`config.mk`:
```
export PLATFORM = sky130hd
export DESIGN_NAME = stopwatch_ctrl
export DESIGN_NICKNAME = d
export VERILOG_FILES = /design/src/rtl/stopwatch_ctrl_pkg.sv /design/src/rtl/stopwatch_ctrl_btn_debounce.sv /design/src/rtl/stopwatch_ctrl.sv
export SDC_FILE = /design/constraint.sdc
export NUM_CORES = 1
export LEC_CHECK = 0
export CAP_MARGIN = 20
export CORE_ASPECT_RATIO = 1.25
export CORE_MARGIN = 2
export CORE_UTILIZATION = 50
export DETAILED_ROUTE_END_ITERATION = 6
export PLACE_DENSITY = 0.83
export SKIP_LAST_GASP = 1
export SYNTH_ARGS = -nofsm -noshare
export SYNTH_HDL_FRONTEND = slang
export SYNTH_SLANG_ARGS = --single-unit
```
`constraint.sdc`:
```
create_clock -name CLK -period 3.2 [get_ports CLK]
set_clock_uncertainty 0.2 [all_clocks]
set_input_delay 0.48 -clock CLK [delete_from_list [all_inputs] [get_ports CLK]]
set_output_delay 0.48 -clock CLK [all_outputs]
set_load 0.05 [all_outputs]
```
`src/rtl/stopwatch_ctrl_pkg.sv`:
```
// Shared types and helpers for the stopwatch controller: FSM encoding and BCD count.
// Purely declarative; no latency.
// No flow control.
package stopwatch_ctrl_pkg;

    typedef enum logic [1:0] {
        S_IDLE = 2'd0,
        S_RUN  = 2'd1,
        S_STOP = 2'd2,
        S_LAP  = 2'd3
    } state_t;

    // Largest value a digit may hold before it rolls over and carries.
    localparam logic [3:0] BCD_MAX9 = 4'd9;
    localparam logic [3:0] BCD_MAX5 = 4'd5;

    // MM:SS.cc, most significant digit first so the struct maps straight onto DISP.
    typedef struct packed {
        logic [3:0] min_t;
        logic [3:0] min_u;
        logic [3:0] sec_t;
        logic [3:0] sec_u;
        logic [3:0] cs_t;
        logic [3:0] cs_u;
    } bcd_t;

    // One BCD digit step: returns {carry_out, new_digit}.
    function automatic logic [4:0] dig_inc(input logic [3:0] d, input logic [3:0] maxv,
                                           input logic cin);
        logic [4:0] r;
        if (!cin)
            r = {1'b0, d};
        else if (d == maxv)
            r = {1'b1, 4'd0};
        else
            r = {1'b0, d + 4'd1};
        return r;
    endfunction

    // Advance the count by one centisecond; 59:59.99 wraps to 00:00.00.
    function automatic bcd_t bcd_inc(input bcd_t c);
        bcd_t       n;
        logic [4:0] r;
        r = dig_inc(c.cs_u,  BCD_MAX9, 1'b1); n.cs_u  = r[3:0];
        r = dig_inc(c.cs_t,  BCD_MAX9, r[4]); n.cs_t  = r[3:0];
        r = dig_inc(c.sec_u, BCD_MAX9, r[4]); n.sec_u = r[3:0];
        r = dig_inc(c.sec_t, BCD_MAX5, r[4]); n.sec_t = r[3:0];
        r = dig_inc(c.min_u, BCD_MAX9, r[4]); n.min_u = r[3:0];
        r = dig_inc(c.min_t, BCD_MAX5, r[4]); n.min_t = r[3:0];
        return n;
    endfunction

    // True when the next increment wraps the whole count.
    function automatic logic bcd_at_max(input bcd_t c);
        return (c.min_t == BCD_MAX5) && (c.min_u == BCD_MAX9) &&
               (c.sec_t == BCD_MAX5) && (c.sec_u == BCD_MAX9) &&
               (c.cs_t  == BCD_MAX9) && (c.cs_u  == BCD_MAX9);
    endfunction

endpackage

```
`src/rtl/stopwatch_ctrl_btn_debounce.sv`:
```
// Button synchroniser + debouncer: 2-FF sync, level flips after DB_SAMPLES agreeing CE samples.
// Latency: 2 CLK sync + DB_SAMPLES CE samples to LEVEL, PRESS one CLK after the rising flip.
// No backpressure; PRESS is a single-cycle pulse that is lost if not consumed.
module btn_debounce #(
    parameter logic [3:0] DB_SAMPLES = 4'd8
) (
    input  logic CLK,
    input  logic RST,
    input  logic CE,
    input  logic BTN_IN,
    output logic LEVEL,
    output logic PRESS
);

    logic       sync1;
    logic       sync2;
    logic       level;
    logic       level_d;
    logic       press;
    logic [3:0] agree_cnt;

    // Bring the asynchronous button into the CLK domain.
    always_ff @(posedge CLK or posedge RST) begin
        if (RST) begin
            sync1 <= 1'b0;
            sync2 <= 1'b0;
        end else begin
            sync1 <= BTN_IN;
            sync2 <= sync1;
        end
    end

    // Count consecutive disagreeing samples; flip the level once enough have been seen.
    always_ff @(posedge CLK or posedge RST) begin
        if (RST) begin
            level     <= 1'b0;
            agree_cnt <= 4'd0;
        end else if (CE) begin
            if (sync2 == level) begin
                agree_cnt <= 4'd0;
            end else if (agree_cnt + 4'd1 == DB_SAMPLES) begin
                level     <= ~level;
                agree_cnt <= 4'd0;
            end else begin
                agree_cnt <= agree_cnt + 4'd1;
            end
        end
    end

    // Rising-edge detect on the debounced level; releases produce nothing.
    always_ff @(posedge CLK or posedge RST) begin
        if (RST) begin
            level_d <= 1'b0;
            press   <= 1'b0;
        end else begin
            level_d <= level;
            press   <= level & ~level_d;
        end
    end

    assign LEVEL = level;
    assign PRESS = press;

endmodule

```
`src/rtl/stopwatch_ctrl.sv`:
```
// BCD stopwatch (MM:SS.cc) with start/stop, clear and lap-freeze driven by debounced buttons.
// Count/state update on the CLK edge after an event or CE10; DISP is combinational from registers.
// No backpressure; simultaneous button events resolve CLR > SS > LAP and the losers are dropped.
module stopwatch_ctrl
    import stopwatch_ctrl_pkg::*;
#(
    parameter logic [3:0] DB_SAMPLES = 4'd8
) (
    input  logic        CLK,
    input  logic        RST,
    input  logic        CE1,
    input  logic        CE10,
    input  logic        BTN_SS,
    input  logic        BTN_CLR,
    input  logic        BTN_LAP,
    output logic [23:0] DISP,
    output logic        RUNNING,
    output logic        LAP_ACT,
    output logic        OVF
);

    logic   ss_press, clr_press, lap_press;
    logic   ss_level, clr_level, lap_level;
    logic   unused_levels;
    logic   ss_ev, clr_ev, lap_ev;
    state_t state, state_nxt;
    logic   lap_cap, clr_cnt, tick;
    bcd_t   count;
    bcd_t   lap_q;
    logic   ovf;

    btn_debounce #(.DB_SAMPLES(DB_SAMPLES)) u_db_ss (
        .CLK(CLK), .RST(RST), .CE(CE1), .BTN_IN(BTN_SS),  .LEVEL(ss_level),  .PRESS(ss_press)
    );
    btn_debounce #(.DB_SAMPLES(DB_SAMPLES)) u_db_clr (
        .CLK(CLK), .RST(RST), .CE(CE1), .BTN_IN(BTN_CLR), .LEVEL(clr_level), .PRESS(clr_press)
    );
    btn_debounce #(.DB_SAMPLES(DB_SAMPLES)) u_db_lap (
        .CLK(CLK), .RST(RST), .CE(CE1), .BTN_IN(BTN_LAP), .LEVEL(lap_level), .PRESS(lap_press)
    );

    // Debounced levels are not needed here, only the press pulses.
    assign unused_levels = ss_level ^ clr_level ^ lap_level;

    // Only the highest-priority event of a cycle survives.
    assign clr_ev = clr_press;
    assign ss_ev  = ss_press & ~clr_press;
    assign lap_ev = lap_press & ~ss_press & ~clr_press;

    // Counting follows the pre-edge state, so a transition on a CE10 edge does not alter that tick.
    assign tick = CE10 && ((state == S_RUN) || (state == S_LAP));

    // State register.
    always_ff @(posedge CLK or posedge RST) begin
        if (RST)
            state <= S_IDLE;
        else
            state <= state_nxt;
    end

    // Next-state decode plus the one-shot lap-capture and count-clear strobes.
    always_comb begin
        state_nxt = state;
        lap_cap   = 1'b0;
        clr_cnt   = 1'b0;
        case (state)
            S_IDLE: begin
                if (ss_ev)
                    state_nxt = S_RUN;
            end
            S_RUN: begin
                if (ss_ev) begin
                    state_nxt = S_STOP;
                end else if (lap_ev) begin
                    state_nxt = S_LAP;
                    lap_cap   = 1'b1;
                end
            end
            S_LAP: begin
                if (ss_ev)
                    state_nxt = S_STOP;
                else if (lap_ev)
                    state_nxt = S_RUN;
            end
            S_STOP: begin
                if (clr_ev) begin
                    state_nxt = S_IDLE;
                    clr_cnt   = 1'b1;
                end else if (ss_ev) begin
                    state_nxt = S_RUN;
                end
            end
            default: state_nxt = S_IDLE;
        endcase
    end

    // Live count: cleared from STOP, advanced on each qualifying CE10 tick.
    always_ff @(posedge CLK or posedge RST) begin
        if (RST)
            count <= '0;
        else if (clr_cnt)
            count <= '0;
        else if (tick)
            count <= bcd_inc(count);
    end

    // Overflow pulse lines up with the cycle in which the wrapped count first appears.
    always_ff @(posedge CLK or posedge RST) begin
        if (RST)
            ovf <= 1'b0;
        else
            ovf <= tick && bcd_at_max(count);
    end

    // Lap latch snapshots the pre-edge count when entering LAP.
    always_ff @(posedge CLK or posedge RST) begin
        if (RST)
            lap_q <= '0;
        else if (lap_cap)
            lap_q <= count;
    end

    assign DISP    = (state == S_LAP) ? lap_q : count;
    assign RUNNING = (state == S_RUN) || (state == S_LAP);
    assign LAP_ACT = (state == S_LAP);
    assign OVF     = ovf;

endmodule

```
==> impl_summary.txt, run 1 <==
----------------------------------------------------
[Setup path]
  Slowest library cell on the worst path ... sky130_fd_sc_hd__clkdlybuf4s50_1
  WP buf/inv ... 2
  Critical Path Stages ... 4
  Gate family responsible for the most delay along the worst path ... buffers and inverters
  Data required time at the worst endpoint ... ~2.5 ns
  Worst R2R Path Depth ... 7
  Crit Path Max Fanout ... 8
  Kind of start point of the critical path ... flop
  Type of the setup path with the least slack ... reg2out
  Cell Chain, Critical Path ... nand2_1, buf_4, mux2_2, clkdlybuf4s50_1
  Timing startpoint of the critical path ... state[0]
  Endpoint kind of the worst setup timing path ... primary output
  Max incr delay on CP ... 0.79 ns
  Slack of the worst reg-to-reg path ... 0.60 ns
  Reg2reg end ... count[21]
  Crit path DAT ... 2.38 ns
  Startpoint of the worst-slack reg-to-reg timing path ... count[1]

[Synth]
  Count of cell types in the netlist ... between 40 and 50
  Most used flip-flop cell after synthesis ... sky130_fd_sc_hd__dfrtp_1
  Count of state elements after synthesis ... 78
  Register area share after synthesis ... 49.7%
  Number of flops mapped to enable cells by yosys ... 0
  Synth warnings ... 0
  Synthesized area per cell ... roughly 10 sq um
  Net count of the mapped netlist ... 398
  Number of standard cells after synthesis ... 374
  Netlist area before placement ... 0.00392 sq mm
  Fraction of synthesis flops using an asynchronous set or reset pin ... 100%

[Finish]
  Core Util, Final ... about three fifths
  Number of diodes added for antenna fixing ... 0
  Final cell area excluding filler cells ... ~0.0046 sq mm
  Share of post-route cells with drive strength above 1 ... 21.1%
  Synthesis-to-layout area growth ... 16.1%
  Number of filler cells placed in the layout ... 632
  Count of nets after finishing ... 437
  Number of cells in the finished layout apart from fillers ... 512

[Detailed routing]
  Remaining antenna violation count ... 0
  Detailed Routing Iterations Pass 1 ... 4
  Violation count after the first detailed-routing iteration ... 182
  Vias after detailed routing ... 2873
  Overall routed net length ... 7.48 mm
  DRC ... 0
  Wire length per cell ... around 15 microns
  Vias per std cell ... 5.61

[Floorplanning]
  Die H ... between 100 and 150 microns
  Number of core rows ... 36
  Core Region ... between 0.007 and 0.008 sq mm
  Horizontal die dimension ... 83.2 microns
  Starting density of the core ... 50.9%
  Die Footprint ... 0.00858 sq mm
  IO Count ... 34

[STA]
  Crit share post-route ... around 96%
  Unrepaired setup endpoints after global routing ... no
  Final sum of negative setup slack ... 0 ns
  Worst slew margin relative to its limit ... 51.3%
  Hold Worst Slack ... 0.149 ns
  Tightest Pin Transition ... 0.731 ns
  Final number of hold-violating endpoints ... 0
  Min cycle time layout ... 3.06 ns
  Highest clock frequency the design can meet ... 0.327 GHz
  Number of setup violations in the final report ... 0
  Final count of pins violating max slew ... 0
  Setup slack of the critical path after layout ... 0.139 ns

[Status]
  Outcome ... finished, final reports clean

[GRT]
  Largest net degree at the start of global routing ... 79
  Initial antenna violation count ... 0
  First-pass GRT wire length ... 12.9 mm
  GRT Residual Overflow ... 0
  Vias in the first global route ... 2752
  All-layer global routing usage ... 18.8%

[Placement]
  DPL Wire Length ... 5.21 mm
  Cells after DPL ... ~500
  Placed cell areas ... 0.00440 sq mm
  Final GP Congestion ... 0.837
  Post-place setup slack ... 0.534 ns
  Port Buf Inserts ... 33

[Clock network]
  Count of H-tree levels built during CTS ... 3
  Post-cts gate resize count ... 0
  Number of buffers added by the clock tree synthesis step ... 9
  Clock Sinks ... 78
  Number of post-CTS setup repair buffers ... 0
  Clock Latency Late Sink ... 0.35 ns
  Max Buffers Root-to-Sink ... 2
  Clock tree from TritonCTS ... yes
  Post-cts hold buffer count ... 0
  Buffer cell driving the clock tree root ... sky130_fd_sc_hd__clkbuf_8
  Clock slew at reported path FFs ... 0.08 ns

[Hold path]
  Hold WC Path Type ... reg2reg
  Cell depth of the worst hold path ... 0
  Hold-critical path endpoint ... u_db_lap.sync2
  Hold Startpoint ... u_db_lap.sync1

[Power]
  P_leak ... 2.14 nW
  Total power ... 1.97 mW
  Pwr/cell area ... ~430 mW/mm^2
  Worst VDD drop ... 0.310 mV

[Run]
  Maximum Capacitance Violations ... 0

----------------------------------------------------
[layout make-up]
cell class / instances / area [sq um] / area share (%)
Tap cell: 95 / 119 / 2.61
Sequential cell: 78 / 1950 / 42.8
Multi-Input combinational cell: 272 / 1870 / 40.9
Clock buffer: 10 / 128 / 2.80
Clock inverter: 5 / 27.5 / 0.604
Timing Repair Buffer: 40 / 420 / 9.23
Inverter: 12 / 45.0 / 0.988
[state kept, by name, indices dropped and copies added (netlist names), 2 cells and up]
register	count
count	24
lap_q	24
state	2
u_db_clr.agree_cnt	4
u_db_lap.agree_cnt	4
u_db_ss.agree_cnt	4
[cell usage in the layout (no fill, tap or decap), drive strengths merged, types with 12 or more instances in the layout]
master          n
nand2          49
dfrtp          78
inv            12
ha             17
nand3          19
mux2           40
buf            27
clkdlybuf4s50  13
a21oi          14
o21ai          33
nor2           19
[cells in the mapped netlist (2+ instances only)]
cell type                   number  area, sq um
sky130_fd_sc_hd__buf_6           2         22.5
sky130_fd_sc_hd__o31ai_1         5         37.5
sky130_fd_sc_hd__nand4_1         2         12.5
sky130_fd_sc_hd__mux2_2         40          450
sky130_fd_sc_hd__nand4b_1        2         17.5
sky130_fd_sc_hd__nor3_1          5         25.0
sky130_fd_sc_hd__mux2i_1         3         30.0
sky130_fd_sc_hd__nor2b_1         6         37.5
sky130_fd_sc_hd__nor4_1          4         25.0
sky130_fd_sc_hd__clkbuf_1        9         33.8
sky130_fd_sc_hd__ha_1           17          213
sky130_fd_sc_hd__and2_1          2         12.5
sky130_fd_sc_hd__nand3b_1        6         45.0
sky130_fd_sc_hd__xor2_1          3         26.3
sky130_fd_sc_hd__nand2b_1        4         25.0
sky130_fd_sc_hd__inv_1          11         41.3
sky130_fd_sc_hd__a21oi_1        14         70.1
sky130_fd_sc_hd__dfrtp_1        78         1950
sky130_fd_sc_hd__nand2_1        48          180
sky130_fd_sc_hd__a31oi_1         3         18.8
sky130_fd_sc_hd__and3b_1         4         35.0
sky130_fd_sc_hd__a21o_1          2         15.0
sky130_fd_sc_hd__nand3_1        19         95.1
sky130_fd_sc_hd__xnor2_1         3         26.3
sky130_fd_sc_hd__o21ai_0        33          165
sky130_fd_sc_hd__or3_1           4         25.0
sky130_fd_sc_hd__a22o_1          4         35.0
sky130_fd_sc_hd__a22oi_1         2         15.0
sky130_fd_sc_hd__nor2_1         19         71.3
sky130_fd_sc_hd__o2bb2ai_1       3         26.3
[metal layers]
metal	GRT usage (%)	vias to the layer above	wire length, microns
li1	-	1404	-
met1	22.6	1410	3200
met2	33.4	50	3910
met3	5.04	9	256
met4	5.67	0	105
met5	0	-	0
[kinds of logic (layout without fill, tap and decap cells)]
logic type / count (synthesis) / in the layout / synth area share, %
adders and majority gates: 17 / 17 / 5.42
buffers and inverters: 24 / 67 / 2.71
and+or+nand+nor: 135 / 135 / 17.7
AOI/OAI and AO/OA: 71 / 71 / 10.9
DFF: 78 / 78 / 49.7
xor gates and xnor gates: 6 / 6 / 1.34
muxes: 43 / 43 / 12.2
[worst register-to-register path, delay by kind of cell, from the launching register on]
family                     cells  cell delay, ns
and+or+nand+nor                4            1.41
DFF                            1            0.42
adders and majority gates      1            0.22
AOI/OAI and AO/OA              1            0.17
buffers and inverters          1            0.10
[power by group]
part           leakage [nW]  total (mW)  switching, mW  internal (mW)
registers              1.06        1.08         0.0529           1.02
logic                 0.999       0.265          0.161          0.104
clock network        0.0817       0.624          0.352          0.272
total                  2.14        1.97          0.566           1.40
[how the worst max path moves through the flow]
stage / to / slack, ns
after floorplan: DISP[13] / 0.07
after global placement: DISP[22] / 0.56
after detailed placement: DISP[18] / 0.53
after CTS: DISP[18] / 0.11
after global routing: DISP[18] / 0.03
final: DISP[18] / 0.14
(Power assumes the default switching activity.)
==> run 2, diff against run 1 <==
--- a/config.mk
+++ b/config.mk
@@ -8,9 +8,10 @@
 export CAP_MARGIN = 20
 export CORE_ASPECT_RATIO = 1.25
 export CORE_MARGIN = 2
-export CORE_UTILIZATION = 50
+export CORE_UTILIZATION = 46
+export CTS_CLUSTER_DIAMETER = 80
 export DETAILED_ROUTE_END_ITERATION = 6
-export PLACE_DENSITY = 0.83
+export PLACE_DENSITY = 0.78
 export SKIP_LAST_GASP = 1
 export SYNTH_ARGS = -nofsm -noshare
 export SYNTH_HDL_FRONTEND = slang
==> run 2 against run 1 <==
  * Clock power up 24%
  * Cell area up 1.1%
  * Combinational power about the same
  * Global-route usage down 0.72 points
  * Register-to-register slack better by 0.02 ns
  * Sequential power about the same
  * Worst setup slack better by 0.083 ns
  * Hold slack better by 0.00074 ns
  * Routed wire length up 3.5%
  * Via count up 2.5%
  * Count of clock-buffer cells in the layout up 2
  * First-iteration DRC count down 6.0%
  * Critical endpoint is now DISP[11]
  * Largest cell class unchanged
==> impl_summary.txt, run 2 (synthesis results as in run 1) <==
----------------------------------------------------
[Status]
  Outcome ... finished, final reports clean (unchanged)

[Finish]
  Number of diodes added for antenna fixing ... 0 (unchanged)
  Synthesis-to-layout area growth ... 17.4% (was 16.1%)
  Most frequent cells in the layout ... sky130_fd_sc_hd__dfrtp_1, sky130_fd_sc_hd__nand2_1, sky130_fd_sc_hd__mux2_2 (unchanged)
  Final cell area excluding filler cells ... 0.00461 sq mm (was 0.00456 sq mm)
  Count of nets after finishing ... 436 (was 437)
  Top flop regs ... count (24), lap_q (24) (unchanged)
  Number of filler cells placed in the layout ... 715 (was 632)
  Most common library cell in the layout ignoring fill and taps ... sky130_fd_sc_hd__dfrtp_1 (unchanged)
  Share of post-route cells with drive strength above 1 ... 21.1% (unchanged)

[Power]
  P_leak ... 2.16 nW (was 2.14 nW)
  Pwr/cell area ... 459 mW/mm^2 (was 431 mW/mm^2)
  Worst VDD drop ... 0.361 mV (was 0.310 mV)

[Floorplanning]
  Starting density of the core ... 47.6% (was 50.9%)
  IO Count ... 34 (unchanged)
  Horizontal die dimension ... 86.6 microns (was 83.2 microns)
  Number of core rows ... 37 (was 36)
  Core Region ... 0.00824 sq mm (was 0.00770 sq mm)
  Die Footprint ... 0.00929 sq mm (was 0.00858 sq mm)
  Die H ... 107 microns (was 103 microns)

[Detailed routing]
  Remaining antenna violation count ... 0 (unchanged)
  Vias per std cell ... 5.73 (was 5.61)
  Violation count after the first detailed-routing iteration ... 171 (was 182)
  Overall routed net length ... 7.74 mm (was 7.48 mm)
  Detailed Routing Iterations Pass 1 ... 4 (unchanged)
  Wire length per cell ... 15.1 microns (was 14.6 microns)
  DRC ... 0 (unchanged)
  Vias after detailed routing ... 2944 (was 2873)

[Clock network]
  Clock tree from TritonCTS ... yes (unchanged)
  Max Buffers Root-to-Sink ... 2 (unchanged)
  Clock slew at reported path FFs ... 0.09 ns (was 0.08 ns)
  Clock Latency Late Sink ... 0.36 ns (was 0.35 ns)
  Number of post-CTS setup repair buffers ... 0 (unchanged)
  Post-cts hold buffer count ... 0 (unchanged)
  Count of H-tree levels built during CTS ... 3 (unchanged)
  Number of buffers added by the clock tree synthesis step ... 9 (unchanged)
  Buffer cell driving the clock tree root ... sky130_fd_sc_hd__clkbuf_8 (unchanged)
  Post-cts gate resize count ... 0 (unchanged)
  Clock Sinks ... 78 (unchanged)

[GRT]
  Global Route met3 Usage ... 3.99% (was 5.04%)
  Most utilized layer in the global route result ... met2 (unchanged)
  GRT Residual Overflow ... 0 (unchanged)
  First-pass GRT wire length ... 13.3 mm (was 12.9 mm)
  Global-route met1 utilization ... 20.9% (was 22.6%)
  Global Route met2 Usage ... 32.1% (was 33.4%)
  All-layer global routing usage ... 18.1% (was 18.8%)
  Initial antenna violation count ... 0 (unchanged)
  Vias in the first global route ... 2963 (was 2752)
  Largest net degree at the start of global routing ... 79 (unchanged)

[STA]
  Final count of pins violating max slew ... 0 (unchanged)
  Min cycle time layout ... 2.98 ns (was 3.06 ns)
  Hold Worst Slack ... 0.150 ns (was 0.149 ns)
  Final sum of negative setup slack ... 0 ns (unchanged)
  Final number of hold-violating endpoints ... 0 (unchanged)
  Setup slack of the critical path after layout ... 0.222 ns (was 0.139 ns)
  Unrepaired setup endpoints after global routing ... no (unchanged)
  Worst slew margin relative to its limit ... 56.9% (was 51.3%)
  Highest clock frequency the design can meet ... 0.336 GHz (was 0.327 GHz)
  Number of setup violations in the final report ... 0 (unchanged)
  Crit share post-route ... 93.1% (was 95.7%)
  Tightest Pin Transition ... 0.640 ns (was 0.731 ns)

[Setup path]
  Kind of start point of the critical path ... flop (unchanged)
  WP buf/inv ... 2 (unchanged)
  Max incr delay on CP ... 0.70 ns (was 0.79 ns)
  Endpoint kind of the worst setup timing path ... primary output (unchanged)
  Crit Path Max Fanout ... 19 (was 8)
  Data required time at the worst endpoint ... 2.52 ns (about the same)
  Slowest library cell on the worst path ... sky130_fd_sc_hd__clkdlybuf4s50_1 (unchanged)
  Type of the setup path with the least slack ... reg2out (unchanged)
  Cell Chain, Critical Path ... nand2_1, buf_4, mux2_2, clkdlybuf4s50_1 (unchanged)
  Gate family responsible for the most delay along the worst path ... buffers and inverters (unchanged)
  Crit path DAT ... 2.30 ns (was 2.38 ns)

[Placement]
  Final GP Congestion ... 0.860 (was 0.837)
  DPL Wire Length ... 5.40 mm (was 5.21 mm)
  Port Buf Inserts ... 33 (unchanged)
  Placed cell areas ... 0.00440 sq mm (about the same)
  Post-place setup slack ... 0.566 ns (was 0.534 ns)

[Hold path]
  Hold WC Path Type ... reg2reg (unchanged)

[Run]
  Maximum Capacitance Violations ... 0 (unchanged)

----------------------------------------------------
[run 2: cell types whose count changed in the layout (fill, tap and decap cells not counted)]
cell	previous run	this run
sky130_fd_sc_hd__clkinv_2	4	0
sky130_fd_sc_hd__clkinv_4	0	2
sky130_fd_sc_hd__bufinv_16	0	1
sky130_fd_sc_hd__clkbuf_8	9	11
sky130_fd_sc_hd__buf_4	20	19
[run 2: area by class of cell]
cell class                      instances  area, sq um  share of cell area [%]
Sequential cell                        78         1950                    42.4
Multi-Input combinational cell        272         1870                    40.5
Timing Repair Buffer                   39          413                    8.96
Clock buffer                           12          155                    3.37
Tap cell                               97          121                    2.63
Clock inverter                          4         55.1                    1.20
Inverter                               12         45.0                   0.978
[run 2: final timing paths]
| check | cells past startpoint | to | slack (ns) | startpoint |
|---|---|---|---|---|
| max in group asynchronous | 3 | count[5] | 2.15 | RST |
| hold / removal | 0 | u_db_ss.sync2 | 0.15 | u_db_ss.sync1 |
| hold reg to reg | 0 | u_db_ss.sync2 | 0.15 | u_db_ss.sync1 |
| min in group asynchronous | 3 | u_db_ss.sync1 | 0.33 | RST |
| setup reg to reg | 7 | count[22] | 0.62 | count[1] |
| setup / recovery | 4 | DISP[11] | 0.22 | state[0] |
[run 2: routing by layer]
metal	vias to the layer above	share of wire, %
met1	1448	42
met4	0	2.2
met3	16	4.0
li1	1406	-
met5	-	0
met2	74	52
[run 2: metrics by stage]
step                      utilization, %  power, mW  std cells
after floorplan                        -       1.27        374
after global placement              53.4       1.35        498
after detailed placement            53.4       1.36        498
after CTS                           55.9       2.13        514
after global routing                55.9       2.20        514
final                               55.9       2.11        514
[run 2: power by group]
group	switching (mW)	internal, mW
logic	0.160	0.104
registers	0.0527	1.02
clock network	0.366	0.406
==> run 3, diff against run 2 <==
--- a/config.mk
+++ b/config.mk
@@ -6,7 +6,7 @@
 export NUM_CORES = 1
 export LEC_CHECK = 0
 export CAP_MARGIN = 20
-export CORE_ASPECT_RATIO = 1.25
+export CORE_ASPECT_RATIO = 1.4
 export CORE_MARGIN = 2
 export CORE_UTILIZATION = 46
 export CTS_CLUSTER_DIAMETER = 80
==> run 3 against run 2 <==
  * Die area about the same
  * Sequential share of layout area down 0.96 points
  * Combinational power about the same
  * Largest cell class unchanged
  * Worst setup slack better by 0.061 ns
  * Register-to-register slack about the same
  * Hold slack about the same
  * Critical endpoint is now DISP[4]
==> impl_summary.txt, run 3 (synthesis results as in run 1) <==
----------------------------------------------------
[Finish]
  Share of post-route cells with drive strength above 1 ... 20.2% (was 21.1%)
  Synthesis-to-layout area growth ... 20.1% (was 17.4%)
  Number of diodes added for antenna fixing ... 0 (unchanged)
  Core Util, Final ... 57.2% (was 55.9%)
  Most common library cell in the layout ignoring fill and taps ... sky130_fd_sc_hd__dfrtp_1 (unchanged)
  Count of nets after finishing ... 435 (was 436)
  Final cell area excluding filler cells ... 0.00471 sq mm (was 0.00461 sq mm)
  Top flop regs ... count (24), lap_q (24) (unchanged)
  Most frequent cells in the layout ... sky130_fd_sc_hd__dfrtp_1, sky130_fd_sc_hd__nand2_1, sky130_fd_sc_hd__mux2_2 (unchanged)

[Clock network]
  Post-cts gate resize count ... 0 (unchanged)
  Clock Sinks ... 78 (unchanged)
  Clock slew at reported path FFs ... 0.06 ns (was 0.09 ns)
  Number of buffers added by the clock tree synthesis step ... 9 (unchanged)
  Clock Latency Late Sink ... 0.33 ns (was 0.36 ns)
  Number of post-CTS setup repair buffers ... 0 (unchanged)
  Count of H-tree levels built during CTS ... 3 (unchanged)
  Post-cts hold buffer count ... 0 (unchanged)
  Buffer cell driving the clock tree root ... sky130_fd_sc_hd__clkbuf_16 (was sky130_fd_sc_hd__clkbuf_8)
  Max Buffers Root-to-Sink ... 2 (unchanged)
  Clock tree from TritonCTS ... yes (unchanged)

[GRT]
  GRT Residual Overflow ... 0 (unchanged)
  Largest net degree at the start of global routing ... 50 (was 79)
  Vias in the first global route ... 2795 (was 2963)
  All-layer global routing usage ... 18.3% (was 18.1%)
  Initial antenna violation count ... 0 (unchanged)
  First-pass GRT wire length ... 13.1 mm (was 13.3 mm)

[Floorplanning]
  Die H ... 113 microns (was 107 microns)
  Starting density of the core ... 47.6% (about the same)
  Core Region ... 0.00825 sq mm (was 0.00824 sq mm)
  Horizontal die dimension ... 82.1 microns (was 86.6 microns)
  IO Count ... 34 (unchanged)
  Number of core rows ... 39 (was 37)
  Die Footprint ... 0.00930 sq mm (was 0.00929 sq mm)

[Run]
  Maximum Capacitance Violations ... 0 (unchanged)

[Placement]
  Port Buf Inserts ... 33 (unchanged)
  Placed cell areas ... 0.00441 sq mm (was 0.00440 sq mm)
  Final GP Congestion ... 0.826 (was 0.860)
  DPL Wire Length ... 5.58 mm (was 5.40 mm)

[Detailed routing]
  Violation count after the first detailed-routing iteration ... 188 (was 171)
  DRC ... 0 (unchanged)
  Detailed Routing Iterations Pass 1 ... 4 (unchanged)
  Remaining antenna violation count ... 0 (unchanged)
  Vias after detailed routing ... 2865 (was 2944)
  Vias per std cell ... 5.54 (was 5.73)
  Overall routed net length ... 7.75 mm (was 7.74 mm)
  Wire length per cell ... 15.0 microns (was 15.1 microns)

[STA]
  Final count of pins violating max slew ... 0 (unchanged)
  Tightest Pin Transition ... 0.642 ns (was 0.640 ns)
  Unrepaired setup endpoints after global routing ... no (unchanged)
  Highest clock frequency the design can meet ... 0.343 GHz (was 0.336 GHz)
  Worst slew margin relative to its limit ... 57.1% (was 56.9%)
  Final number of hold-violating endpoints ... 0 (unchanged)
  Final sum of negative setup slack ... 0 ns (unchanged)
  Number of setup violations in the final report ... 0 (unchanged)
  Min cycle time layout ... 2.92 ns (was 2.98 ns)
  Crit share post-route ... 91.2% (was 93.1%)

[Setup path]
  Endpoint kind of the worst setup timing path ... primary output (unchanged)
  Crit Path Max Fanout ... 17 (was 19)
  Kind of start point of the critical path ... flop (unchanged)
  Crit path DAT ... 2.24 ns (was 2.30 ns)
  Type of the setup path with the least slack ... reg2out (unchanged)
  Data required time at the worst endpoint ... 2.52 ns (about the same)

[Power]
  Total power ... 2.36 mW (was 2.11 mW)
  Worst VDD drop ... 0.627 mV (was 0.361 mV)
  P_leak ... 2.20 nW (was 2.16 nW)
  Pwr/cell area ... 501 mW/mm^2 (was 459 mW/mm^2)

[Status]
  Outcome ... finished, final reports clean (unchanged)

[Hold path]
  Hold WC Path Type ... reg2reg (unchanged)

----------------------------------------------------
## run 3: worst paths after layout
kind / from / to / slack (ns) / cells after the start
setup / recovery: state[0] / DISP[4] / 0.28 / 4
hold / removal: u_db_clr.sync1 / u_db_clr.sync2 / 0.15 / 0
setup reg to reg: count[1] / count[22] / 0.63 / 7
hold reg to reg: u_db_clr.sync1 / u_db_clr.sync2 / 0.15 / 0
max in group asynchronous: RST / count[21] / 1.74 / 3
min in group asynchronous: RST / lap_q[2] / 0.36 / 2
## run 3: cell type report
type	count	area [sq um]
Multi-Input combinational cell	272	1870
Fill cell	729	3530
Clock inverter	3	43.8
Clock buffer	12	256
Timing Repair Buffer	38	423
Tap cell	102	128
Inverter	12	45.0
Sequential cell	78	1950
## run 3: worst max-delay path: stages (launching register included)
cell                              delay, ns
sky130_fd_sc_hd__dfrtp_1               0.46
sky130_fd_sc_hd__nand2_1               0.19
sky130_fd_sc_hd__buf_12                0.19
sky130_fd_sc_hd__mux2_2                0.35
sky130_fd_sc_hd__clkdlybuf4s50_1       0.70
## run 3: routing by layer
layer  share of wire (%)  GRT usage, %  vias up
li1                    -             -     1410
met1                  42          22.0     1396
met2                  54          32.0       52
met3                 3.0          3.67        7
met4                 1.3          6.11        0
met5                   0             0        -
## run 3: power by group
group          switching, mW  internal [mW]  leakage [nW]
registers             0.0515           1.03          1.06
logic                  0.162          0.105         0.993
clock network          0.374          0.642         0.149
total                  0.588           1.77          2.20
## run 3: per-stage QoR
| stage | hold WS (ns) | cells | worst slack (ns) |
|---|---|---|---|
| finish | 0.150 | 517 | 0.283 |
| global route | 0.167 | 517 | 0.180 |
| CTS | 0.155 | 517 | 0.265 |
| detailed placement | 0.142 | 502 | 0.569 |
| global placement | 0.134 | 502 | 0.578 |
| floorplan | 0.131 | 374 | 0.0694 |
==> RTL edit, RTL diff (settings of run 2) <==
Re-encode `state_t` (4 states) as one-hot, 4 bits wide.
--- a/src/rtl/stopwatch_ctrl_pkg.sv
+++ b/src/rtl/stopwatch_ctrl_pkg.sv
@@ -3,11 +3,11 @@
 // No flow control.
 package stopwatch_ctrl_pkg;
 
-    typedef enum logic [1:0] {
-        S_IDLE = 2'd0,
-        S_RUN  = 2'd1,
-        S_STOP = 2'd2,
-        S_LAP  = 2'd3
+    typedef enum logic [3:0] {
+        S_IDLE = 4'b0001,
+        S_RUN  = 4'b0010,
+        S_STOP = 4'b0100,
+        S_LAP  = 4'b1000
     } state_t;
 
     // Largest value a digit may hold before it rolls over and carries.
Formal check against the unedited RTL: no difference found for any inputs over 10 cycles, from zero or initial values and one cycle with RST high; not proved beyond that.
==> RTL edit against run 2 <==
- synthesized cell count increased by 2.9%
- wire length decreased by 2.5%
- final cell count increased by 6.2%
- utilization decreased by 1.8 points
- sequential cell count increased by 2
- critical path type unchanged
- critical path depth increased by 1
- final area increased by 2.2%
- register-to-register slack got worse by 0.02 ns
- worst setup slack got worse by 0.018 ns
- area after synthesis increased by 5.4%
Power is not compared: it rests on default switching activity, and its combinational part moved more than twofold at a synthesized area within 25%.
==> RTL edit: results (changes against run 2) <==
The flow ran to the end, and the final reports show no timing, DRC or antenna violations. The number of non-clock inverters is 18 (+6). For the met3 demand-to-capacity share in global routing, the log shows 0.04021 (+0.0003312).

Share of synthesized area occupied by flip-flops and latches: 0.4846 (-0.01288). The logs give 0.2985 (-0.02292) for the global routing met2 resource utilization and 0.8543 (-0.63%) for the routability congestion estimate from global placement. The run gives 0.1690 (-0.01189) as the total routing usage reported by global routing. The detailed route wirelength on metal2 is 3961 um (-2.1%), and the largest driver fanout on the critical path is 15 (-4). The number of clock buffers in the layout was 10 (-2). The total number of nets in the final design was 447 (+2.5%); the gate count after technology mapping was 385 (+2.9%).

Fraction of synthesized cell area in xor and xnor cells: 0.01453 (+0.001135). The tools report the sequential cell area in the final layout as 2003 sq um (+2.6%). Sum of routed wire segments on met1: 3212 um (-0.12%). By area the synthesized netlist is led by dfrtp_1 (48%), mux2_2 (12%), ha_1 (5.1%), o21ai_0 (3.3%), a21oi_1 (3.0%). The global routing usage on met1 is 0.1956 (-0.01311). In this design, the largest share of critical-path delay is due to simple AND/OR/NAND/NOR gates. The fraction of the mapped netlist area in compound gates was 0.1050 (-0.003713); the clock tree cell share of total cell area was 0.03721 (-0.008413). The total of flip-flops plus latches after synthesis was 80 (+2.6%); the clock input transition at the sequential cells of the worst setup and hold paths was 0.07 ns (-0.02 ns). The share of synthesized cell area in full adder, half adder and majority cells came out at 0.05145 (-0.002756). The post-placement setup slack was 0.3118 ns (-0.2541 ns); the layout cell share with drive strength beyond 1 was 0.2559 (+0.04484).

The tools report the number of nets in the synthesized netlist as 409 (+2.8%). The pin count of the biggest net entering global routing came out at 34 (-57%). The tools report the number of instances in the placed design as 532 (+6.8%). The count of multi-input combinational gates was 273 (+0.37%); the number of tapcells was 120 (+24%). The delay contributed by the slowest stage of the critical path came out at 0.47 ns (-0.23 ns). The run gives 755 (+5.6%) as the final-layout fill cell count. The cell with the biggest individual delay on the critical path is dfrtp_1. The routed wire length on met3 was 267 um (-13%); the multi-input combinational cell area was 1974 sq um (+5.8%). The buffer count excluding the clock tree in the final layout was 41 (+5.1%). Sum of net half-perimeters after detailed placement: 5384 um (-0.26%).

The overall via count from detail_route is 2963 (+0.65%). The commonest cells after synthesis are dfrtp_1 (79), mux2_2 (44), nand2_1 (30), o21ai_0 (27), a21oi_1 (25). Area share of buffers outside the clock network: 0.07124 (-0.01839). The tools report the number of global-route vias before repair as 2899 (-2.2%).
[RTL edit: changes by cell type in the layout (fill, tap and decap cells not counted), sizes merged, moves of 6 or more]
| cell | run 2 | this run |
|---|---|---|
| dlygate4sd2 | 0 | 6 |
| or3 | 4 | 11 |
| o21ai | 33 | 27 |
| nand2 | 49 | 30 |
| a21oi | 14 | 26 |
[RTL edit: path summary, 6_finish.rpt]
kind | start | end | slack, ns | depth (start not counted)
setup reg to reg | count[1] | count[23] | 0.60 | 7
min in group asynchronous | RST | u_db_ss.LEVEL | 0.29 | 2
setup / recovery | state[3] | DISP[3] | 0.20 | 5
max in group asynchronous | RST | u_db_lap.sync2 | 1.85 | 3
hold / removal | u_db_clr.sync1 | u_db_clr.sync2 | 0.15 | 0
hold reg to reg | u_db_clr.sync1 | u_db_clr.sync2 | 0.15 | 0
[RTL edit: where the power goes]
part	internal, uW	switching, uW
logic	32.3	48.4
registers	1030	21.2
clock network	349	344
